File: config.mk
export PLATFORM = sky130hd
export DESIGN_NAME = fifo_queue_flat
export DESIGN_NICKNAME = d
export VERILOG_FILES = /design/src/rtl/fifo_queue_if.sv /design/src/rtl/fifo_queue.sv /design/src/flat_wrapper.sv
export SDC_FILE = /design/constraint.sdc
export NUM_CORES = 1
export LEC_CHECK = 0
export BUFFER_PORTS_ARGS = -buffer_cell sky130_fd_sc_hd__buf_2
export CORE_MARGIN = 2
export CORE_UTILIZATION = 45
export CTS_CLUSTER_DIAMETER = 200
export CTS_CLUSTER_SIZE = 30
export DETAILED_ROUTE_END_ITERATION = 10
export HOLD_SLACK_MARGIN = 0.15
export SLEW_MARGIN = 15
export SYNTH_ARGS = -nofsm -noshare
export SYNTH_HDL_FRONTEND = slang
export SYNTH_SLANG_ARGS = --single-unit
File: constraint.sdc
create_clock -name clock_i -period 3.23 [get_ports clock_i]
set_input_delay 0.323 -clock clock_i [delete_from_list [all_inputs] [get_ports clock_i]]
set_output_delay 0.323 -clock clock_i [all_outputs]
set_load 0.005 [all_outputs]
File: src/rtl/fifo_queue_if.sv
// Handshake/status bundle between a producer/consumer pair and fifo_queue.
// slave modport: the FIFO side (takes requests, drives data and status).
// master modport: the user side (drives clear/write/read requests, observes data and status).
interface fifo_queue_if #(
    parameter int WIDTH_DATA = 8,
    parameter int DEPTH      = 8
);
    localparam int WIDTH_LENGTH = $clog2(DEPTH + 1);

    logic                    clear;
    logic                    write_enable;
    logic [WIDTH_DATA-1:0]   write_data;
    logic                    read_enable;
    logic [WIDTH_DATA-1:0]   read_data;
    logic                    read_valid;
    logic                    is_empty;
    logic                    is_full;
    logic                    almost_full;
    logic                    almost_empty;
    logic [WIDTH_LENGTH-1:0] length;
    logic                    overflow;
    logic                    underflow;

    modport master (
        output clear, write_enable, write_data, read_enable,
        input  read_data, read_valid, is_empty, is_full, almost_full, almost_empty,
               length, overflow, underflow
    );

    modport slave (
        input  clear, write_enable, write_data, read_enable,
        output read_data, read_valid, is_empty, is_full, almost_full, almost_empty,
               length, overflow, underflow
    );
endinterface

File: src/rtl/fifo_queue.sv
// Purpose: synchronous single-clock FIFO of any depth >= 2, with thresholds, sticky errors and flush.
// Latency: write-to-read 1 cycle; registered read data 1 cycle after pop (0 cycles with FIFO_QUEUE_FWFT_EN).
// Backpressure: writes to a full queue are rejected unless a read is accepted in the same cycle; rejects set sticky flags.
//
// Ports: clock_i (rising edge), reset_i (synchronous, active-high), q_if (fifo_queue_if.slave):
//   clear/write_enable/write_data/read_enable in; read_data/read_valid/status flags/length/overflow/underflow out.
// Optional feature: define FIFO_QUEUE_FWFT_EN for first-word-fall-through reads.
module fifo_queue #(
    parameter int WIDTH_DATA         = 8,
    parameter int DEPTH              = 8,
    parameter int ALMOST_FULL_LEVEL  = DEPTH - 1,
    parameter int ALMOST_EMPTY_LEVEL = 1
) (
    input  logic        clock_i,
    input  logic        reset_i,
    fifo_queue_if.slave q_if
);
    localparam int WIDTH_ADDR   = $clog2(DEPTH);
    localparam int WIDTH_LENGTH = $clog2(DEPTH + 1);
    localparam logic [WIDTH_ADDR-1:0]   ADDR_LAST   = WIDTH_ADDR'(DEPTH - 1);
    localparam logic [WIDTH_ADDR-1:0]   ADDR_ONE    = WIDTH_ADDR'(1);
    localparam logic [WIDTH_LENGTH-1:0] LENGTH_FULL = WIDTH_LENGTH'(DEPTH);
    localparam logic [WIDTH_LENGTH-1:0] LENGTH_ONE  = WIDTH_LENGTH'(1);

    logic [WIDTH_DATA-1:0]   mem_q [DEPTH];
    logic [WIDTH_ADDR-1:0]   wr_addr_q, wr_addr_d;
    logic [WIDTH_ADDR-1:0]   rd_addr_q, rd_addr_d;
    logic [WIDTH_LENGTH-1:0] length_q, length_d;
    logic                    overflow_q, overflow_d;
    logic                    underflow_q, underflow_d;
    logic                    is_empty, is_full;
    logic                    read_ok, write_ok;

    assign is_empty = (length_q == '0);
    assign is_full  = (length_q == LENGTH_FULL);

    // A full queue still accepts a write when a pop frees the slot in the same cycle.
    assign read_ok  = q_if.read_enable & ~is_empty;
    assign write_ok = q_if.write_enable & (~is_full | read_ok);

    always_comb begin
        wr_addr_d   = wr_addr_q;
        rd_addr_d   = rd_addr_q;
        length_d    = length_q;
        overflow_d  = overflow_q;
        underflow_d = underflow_q;
        if (q_if.clear) begin
            wr_addr_d   = '0;
            rd_addr_d   = '0;
            length_d    = '0;
            overflow_d  = 1'b0;
            underflow_d = 1'b0;
        end else begin
            // Explicit wrap so that non-power-of-two depths index correctly.
            if (write_ok) wr_addr_d = (wr_addr_q == ADDR_LAST) ? '0 : wr_addr_q + ADDR_ONE;
            if (read_ok)  rd_addr_d = (rd_addr_q == ADDR_LAST) ? '0 : rd_addr_q + ADDR_ONE;
            case ({write_ok, read_ok})
                2'b10:   length_d = length_q + LENGTH_ONE;
                2'b01:   length_d = length_q - LENGTH_ONE;
                default: length_d = length_q;
            endcase
            overflow_d  = overflow_q  | (q_if.write_enable & ~write_ok);
            underflow_d = underflow_q | (q_if.read_enable  & ~read_ok);
        end
    end

    always_ff @(posedge clock_i) begin
        if (reset_i) begin
            wr_addr_q   <= '0;
            rd_addr_q   <= '0;
            length_q    <= '0;
            overflow_q  <= 1'b0;
            underflow_q <= 1'b0;
        end else begin
            wr_addr_q   <= wr_addr_d;
            rd_addr_q   <= rd_addr_d;
            length_q    <= length_d;
            overflow_q  <= overflow_d;
            underflow_q <= underflow_d;
        end
    end

    // Storage is never reset or flushed; only the pointers define what is live.
    always_ff @(posedge clock_i) begin
        if (!reset_i && !q_if.clear && write_ok) begin
            mem_q[wr_addr_q] <= q_if.write_data;
        end
    end

`ifdef FIFO_QUEUE_FWFT_EN
    // Head word is presented combinationally; read_enable acts as the pop acknowledge.
    assign q_if.read_data  = is_empty ? '0 : mem_q[rd_addr_q];
    assign q_if.read_valid = ~is_empty;
`else
    logic [WIDTH_DATA-1:0] rd_data_q, rd_data_d;
    logic                  rd_valid_q, rd_valid_d;

    always_comb begin
        rd_data_d  = rd_data_q;
        rd_valid_d = 1'b0;
        if (q_if.clear) begin
            rd_data_d  = '0;
        end else if (read_ok) begin
            rd_data_d  = mem_q[rd_addr_q];
            rd_valid_d = 1'b1;
        end
    end

    always_ff @(posedge clock_i) begin
        if (reset_i) begin
            rd_data_q  <= '0;
            rd_valid_q <= 1'b0;
        end else begin
            rd_data_q  <= rd_data_d;
            rd_valid_q <= rd_valid_d;
        end
    end

    assign q_if.read_data  = rd_data_q;
    assign q_if.read_valid = rd_valid_q;
`endif

    assign q_if.is_empty     = is_empty;
    assign q_if.is_full      = is_full;
    assign q_if.almost_full  = (int'(length_q) >= ALMOST_FULL_LEVEL);
    assign q_if.almost_empty = (int'(length_q) <= ALMOST_EMPTY_LEVEL);
    assign q_if.length       = length_q;
    assign q_if.overflow     = overflow_q;
    assign q_if.underflow    = underflow_q;
endmodule

File: src/flat_wrapper.sv
// flat-port wrapper written by rule: the top's interface ports become plain ports
module fifo_queue_flat 
#(
    parameter int WIDTH_DATA         = 8,
    parameter int DEPTH              = 8,
    parameter int ALMOST_FULL_LEVEL  = DEPTH - 1,
    parameter int ALMOST_EMPTY_LEVEL = 1
)
  (clock_i, reset_i, q_if_clear, q_if_write_enable, q_if_write_data, q_if_read_enable, q_if_read_data, q_if_read_valid, q_if_is_empty, q_if_is_full, q_if_almost_full, q_if_almost_empty, q_if_length, q_if_overflow, q_if_underflow);
  fifo_queue_if #(.WIDTH_DATA(WIDTH_DATA), .DEPTH(DEPTH)) q_if_i ();
  input  logic clock_i;
  input  logic reset_i;
  input wire logic [$bits(q_if_i.clear)-1:0] q_if_clear;
  input wire logic [$bits(q_if_i.write_enable)-1:0] q_if_write_enable;
  input wire logic [$bits(q_if_i.write_data)-1:0] q_if_write_data;
  input wire logic [$bits(q_if_i.read_enable)-1:0] q_if_read_enable;
  output wire logic [$bits(q_if_i.read_data)-1:0] q_if_read_data;
  output wire logic [$bits(q_if_i.read_valid)-1:0] q_if_read_valid;
  output wire logic [$bits(q_if_i.is_empty)-1:0] q_if_is_empty;
  output wire logic [$bits(q_if_i.is_full)-1:0] q_if_is_full;
  output wire logic [$bits(q_if_i.almost_full)-1:0] q_if_almost_full;
  output wire logic [$bits(q_if_i.almost_empty)-1:0] q_if_almost_empty;
  output wire logic [$bits(q_if_i.length)-1:0] q_if_length;
  output wire logic [$bits(q_if_i.overflow)-1:0] q_if_overflow;
  output wire logic [$bits(q_if_i.underflow)-1:0] q_if_underflow;
  assign q_if_i.clear = q_if_clear;
  assign q_if_i.write_enable = q_if_write_enable;
  assign q_if_i.write_data = q_if_write_data;
  assign q_if_i.read_enable = q_if_read_enable;
  assign q_if_read_data = q_if_i.read_data;
  assign q_if_read_valid = q_if_i.read_valid;
  assign q_if_is_empty = q_if_i.is_empty;
  assign q_if_is_full = q_if_i.is_full;
  assign q_if_almost_full = q_if_i.almost_full;
  assign q_if_almost_empty = q_if_i.almost_empty;
  assign q_if_length = q_if_i.length;
  assign q_if_overflow = q_if_i.overflow;
  assign q_if_underflow = q_if_i.underflow;
  fifo_queue #(.WIDTH_DATA(WIDTH_DATA), .DEPTH(DEPTH), .ALMOST_FULL_LEVEL(ALMOST_FULL_LEVEL), .ALMOST_EMPTY_LEVEL(ALMOST_EMPTY_LEVEL)) u_core (.clock_i(clock_i), .reset_i(reset_i), .q_if(q_if_i));
endmodule
==> flow_metrics.py <==
metrics = {
    "final_layout": {
        "drive_gt1_share_pct": 26.7,
        "synthToLayoutAreaGrowth_pct": 13.9,
        "fillers": 614,
        "nets": 286,
        "antenna_cells": 0,
    },
    "critical_path": {
        "cp_max_fo": 11,
        "worstSetupPathType": "reg2reg",
        "cp-end-kind": "flip-flop",
        "cp.arrival_ps": 2750,
        "cp.required_ps": 3480,
        "critPathLaunchType": "flip-flop",
    },
    "sta": {
        "grt_setup_unrepaired": "false",
        "hold_viol": 0,
        "worst_slew_pin_slew_ps": 693,
        "finalClockSkew_ps": 11.7,
        "hold_ws_ps": 230,
        "setup_tns_ps": 0,
        "setup_ws_ps": 731,
        "setup_viol": 0,
        "fin_crit_ps": 2500,
        "fin_crit_sh_pct": 77.4,
        "max_freq_ghz": 0.400,
        "max-slew-margin-rel_pct": 53.6,
        "slew_violations": 0,
    },
    "yosys": {
        "ys_seq_area_share_pct": 68.3,
        "avgSynthCellArea_um2": 15.2,
        "yosysUniqueCellTypes": 32,
        "synth_top_family_by_area": "multiplexers",
        "synth.net_count": 247,
        "synth_cells": 226,
        "synth_compound_area_share_pct": 5.15,
        "synth_top_area_share_pct": 56.1,
        "synth.area.mux_share_pct": 10.5,
        "yosysWarnings": 0,
        "synth_area_um2": 3430,
        "synth.largest_area_cell": "edfxtp_1",
        "synth_xor_area_share_pct": 0.766,
        "ys_ff_latch": 85,
        "synth_simple_gate_area_share_pct": 9.45,
        "synth_area_leaders": "edfxtp_1 56%, dfxtp_1 12%, mux2i_1 5.3%, mux4_2 5.3%, ha_1 2.9%",
        "synthAdderAreaFrac_pct": 2.92,
    },
    "cts": {
        "cts.hold.buffers_added": 0,
        "root_buffer": "clkbuf_8",
        "clkLatencyLatePin_ps": 360,
        "numCtsBuffers": 9,
        "h-tree-depth": 3,
        "cts_tree": "built",
        "clk_pin_slew_worst_paths_ps": 90,
        "postCtsSetupRepairBufs": 0,
        "ctsLongestPathBuffers": 2,
        "cts_resized": 0,
        "cts.sinks": 85,
    },
    "grt": {
        "grt_start_max_net_pins": 22,
        "grt_pass1_vias": 1943,
        "grt_pass1_wl_um": 10200,
        "overflow": 0,
        "track_usage_pct": 16.8,
        "antenna_found_initial": 0,
    },
    "drt": {
        "ant_nets": 0,
        "viasPerCell": 5.27,
        "drt_wl_total_um": 6370,
        "wl_per_cell_um": 17.3,
        "vias": 1946,
        "drt_iter0_drc": 100,
        "drc_errors": 0,
        "first_pass_iters": 4,
    },
    "floorplan": {
        "row_count": 31,
        "core_area_um2": 7330,
        "design.die.area_um2": 8330,
        "die-height_um": 91.3,
        "io_pins": 32,
        "initial_core_util_pct": 46.8,
        "die_w_um": 91.3,
    },
    "job": {
        "maxCapViolCount": 0,
    },
    "power": {
        "p_total_uw": 2070,
        "power.leakage_uw": 0.00135,
        "power.density_nw_per_um2": 531,
        "vdd_drop_max_mv": 0.305,
    },
    "placement": {
        "port-buffer-count": 31,
        "dpl.hpwl_um": 4380,
        "globalplace.congestion": 0.722,
        "post-place-ws_ps": 729,
    },
    "status": {
        "run_status": "finished, final reports clean",
    },
    "hold_path": {
        "hold_path_class": "in2reg",
    },
}
## cells in the mapped netlist
| cell type | n |
|---|---|
| edfxtp_1 | 64 |
| nor2_1 | 22 |
| dfxtp_1 | 21 |
| mux2i_1 | 18 |
| nor3_1 | 11 |
| a211oi_1 | 9 |
| a21oi_1 | 9 |
| ha_1 | 8 |
| mux4_2 | 8 |
| o22ai_1 | 8 |
| nand2_1 | 7 |
| clkbuf_1 | 5 |
| buf_2 | 4 |
| buf_6 | 4 |
| nand2b_1 | 4 |
| inv_1 | 3 |
| or3_1 | 3 |
| or2_1 | 2 |
| or3_4 | 2 |
| xor2_1 | 2 |
| a21o_2 | 1 |
| and3b_2 | 1 |
| inv_2 | 1 |
| nand2b_4 | 1 |
| nand3b_1 | 1 |
| nand4b_1 | 1 |
| nor3b_2 | 1 |
| nor4bb_1 | 1 |
| o21ai_0 | 1 |
| or3b_1 | 1 |
| or4b_1 | 1 |
| xnor2_1 | 1 |
## registers in the layout, summed over array words and instances (netlist names)
register	cells
u_core.q_if.length	4
u_core.rd_addr_q	3
u_core.wr_addr_q	3
u_core.q_if.underflow	1
u_core.mem_q	64
u_core.q_if.read_valid	1
u_core.q_if.overflow	1
u_core.q_if.read_data	8
## report_power, final
| group | leakage (uW) | internal (uW) | switching (uW) |
|---|---|---|---|
| Clock | 0.0000980 | 367 | 393 |
| Sequential | 0.000747 | 1180 | 10.5 |
| Combinational | 0.000505 | 50.5 | 68.0 |
## cell families (layout without fill, tap and decap cells)
family,count (synthesis),count (layout)
compound gates,28,28
flops,85,85
buf+inv,17,61
mux,26,26
xor+xnor,3,3
fa+ha+maj,8,8
simple gates,59,59
## cells in the final DEF, fill, tap and decap left out, types with 3 or more instances in the layout
master	Yosys	layout
nor2_1	22	22
ha_1	8	8
nand2_1	7	7
a21oi_1	9	9
mux2i_1	18	18
mux4_2	8	8
a211oi_1	9	9
nand2b_1	4	4
dfxtp_1	21	21
edfxtp_1	64	64
buf_2	4	31
inv_1	3	3
or3_1	3	3
clkbuf_8	0	9
o22ai_1	8	8
buf_4	0	10
nor3_1	11	11
## through the flow
step,util (%),area [um2],cells
2_1_floorplan,-,3430,226
3_3_place_gp,50.5,3700,353
3_5_place_dp,50.5,3700,353
4_1_cts,53.3,3910,369
5_1_grt,53.3,3910,369
6_report,53.3,3910,369
## metal layers
layer  GRT usage [%]  wire length [um]  vias to the layer above
met5               0                 0                        -
met4            6.44               110                        0
met3            4.73               331                        9
met2            27.0              3020                       41
met1            21.9              2910                      958
li1                -                 -                      938
## final cells by class
cell class                      instances  area (um2)  share of cell area (%)
Clock buffer                            9         124                    3.17
Clock inverter                          7        82.6                    2.11
Inverter                                4        15.0                   0.384
Multi-Input combinational cell        124         987                    25.3
Sequential cell                        85        2340                    60.0
Tap cell                               99         124                    3.17
Timing Repair Buffer                   41         230                    5.90
## final timing paths
check	end	startpoint	depth (start not counted)	slack, ps
setup / recovery	u_core.q_if.length[3]$_SDFFE_PP0P_	u_core.q_if.length[0]$_SDFFE_PP0P_	10	730
setup reg to reg	u_core.q_if.length[3]$_SDFFE_PP0P_	u_core.q_if.length[0]$_SDFFE_PP0P_	10	730
hold / removal	u_core.q_if.underflow$_SDFF_PP0_	q_if_read_enable	3	230
hold reg to reg	u_core.q_if.underflow$_SDFF_PP0_	u_core.q_if.underflow$_SDFF_PP0_	2	480
## critical path: stages (launching register included)
cell	delay (ps)
dfxtp_1	450
inv_1	80
ha_1	250
nor3b_2	180
nand2b_1	180
inv_2	180
ha_1	270
or4b_1	440
a21oi_1	180
xnor2_1	140
nor2_1	50
(Power assumes the default switching activity.)
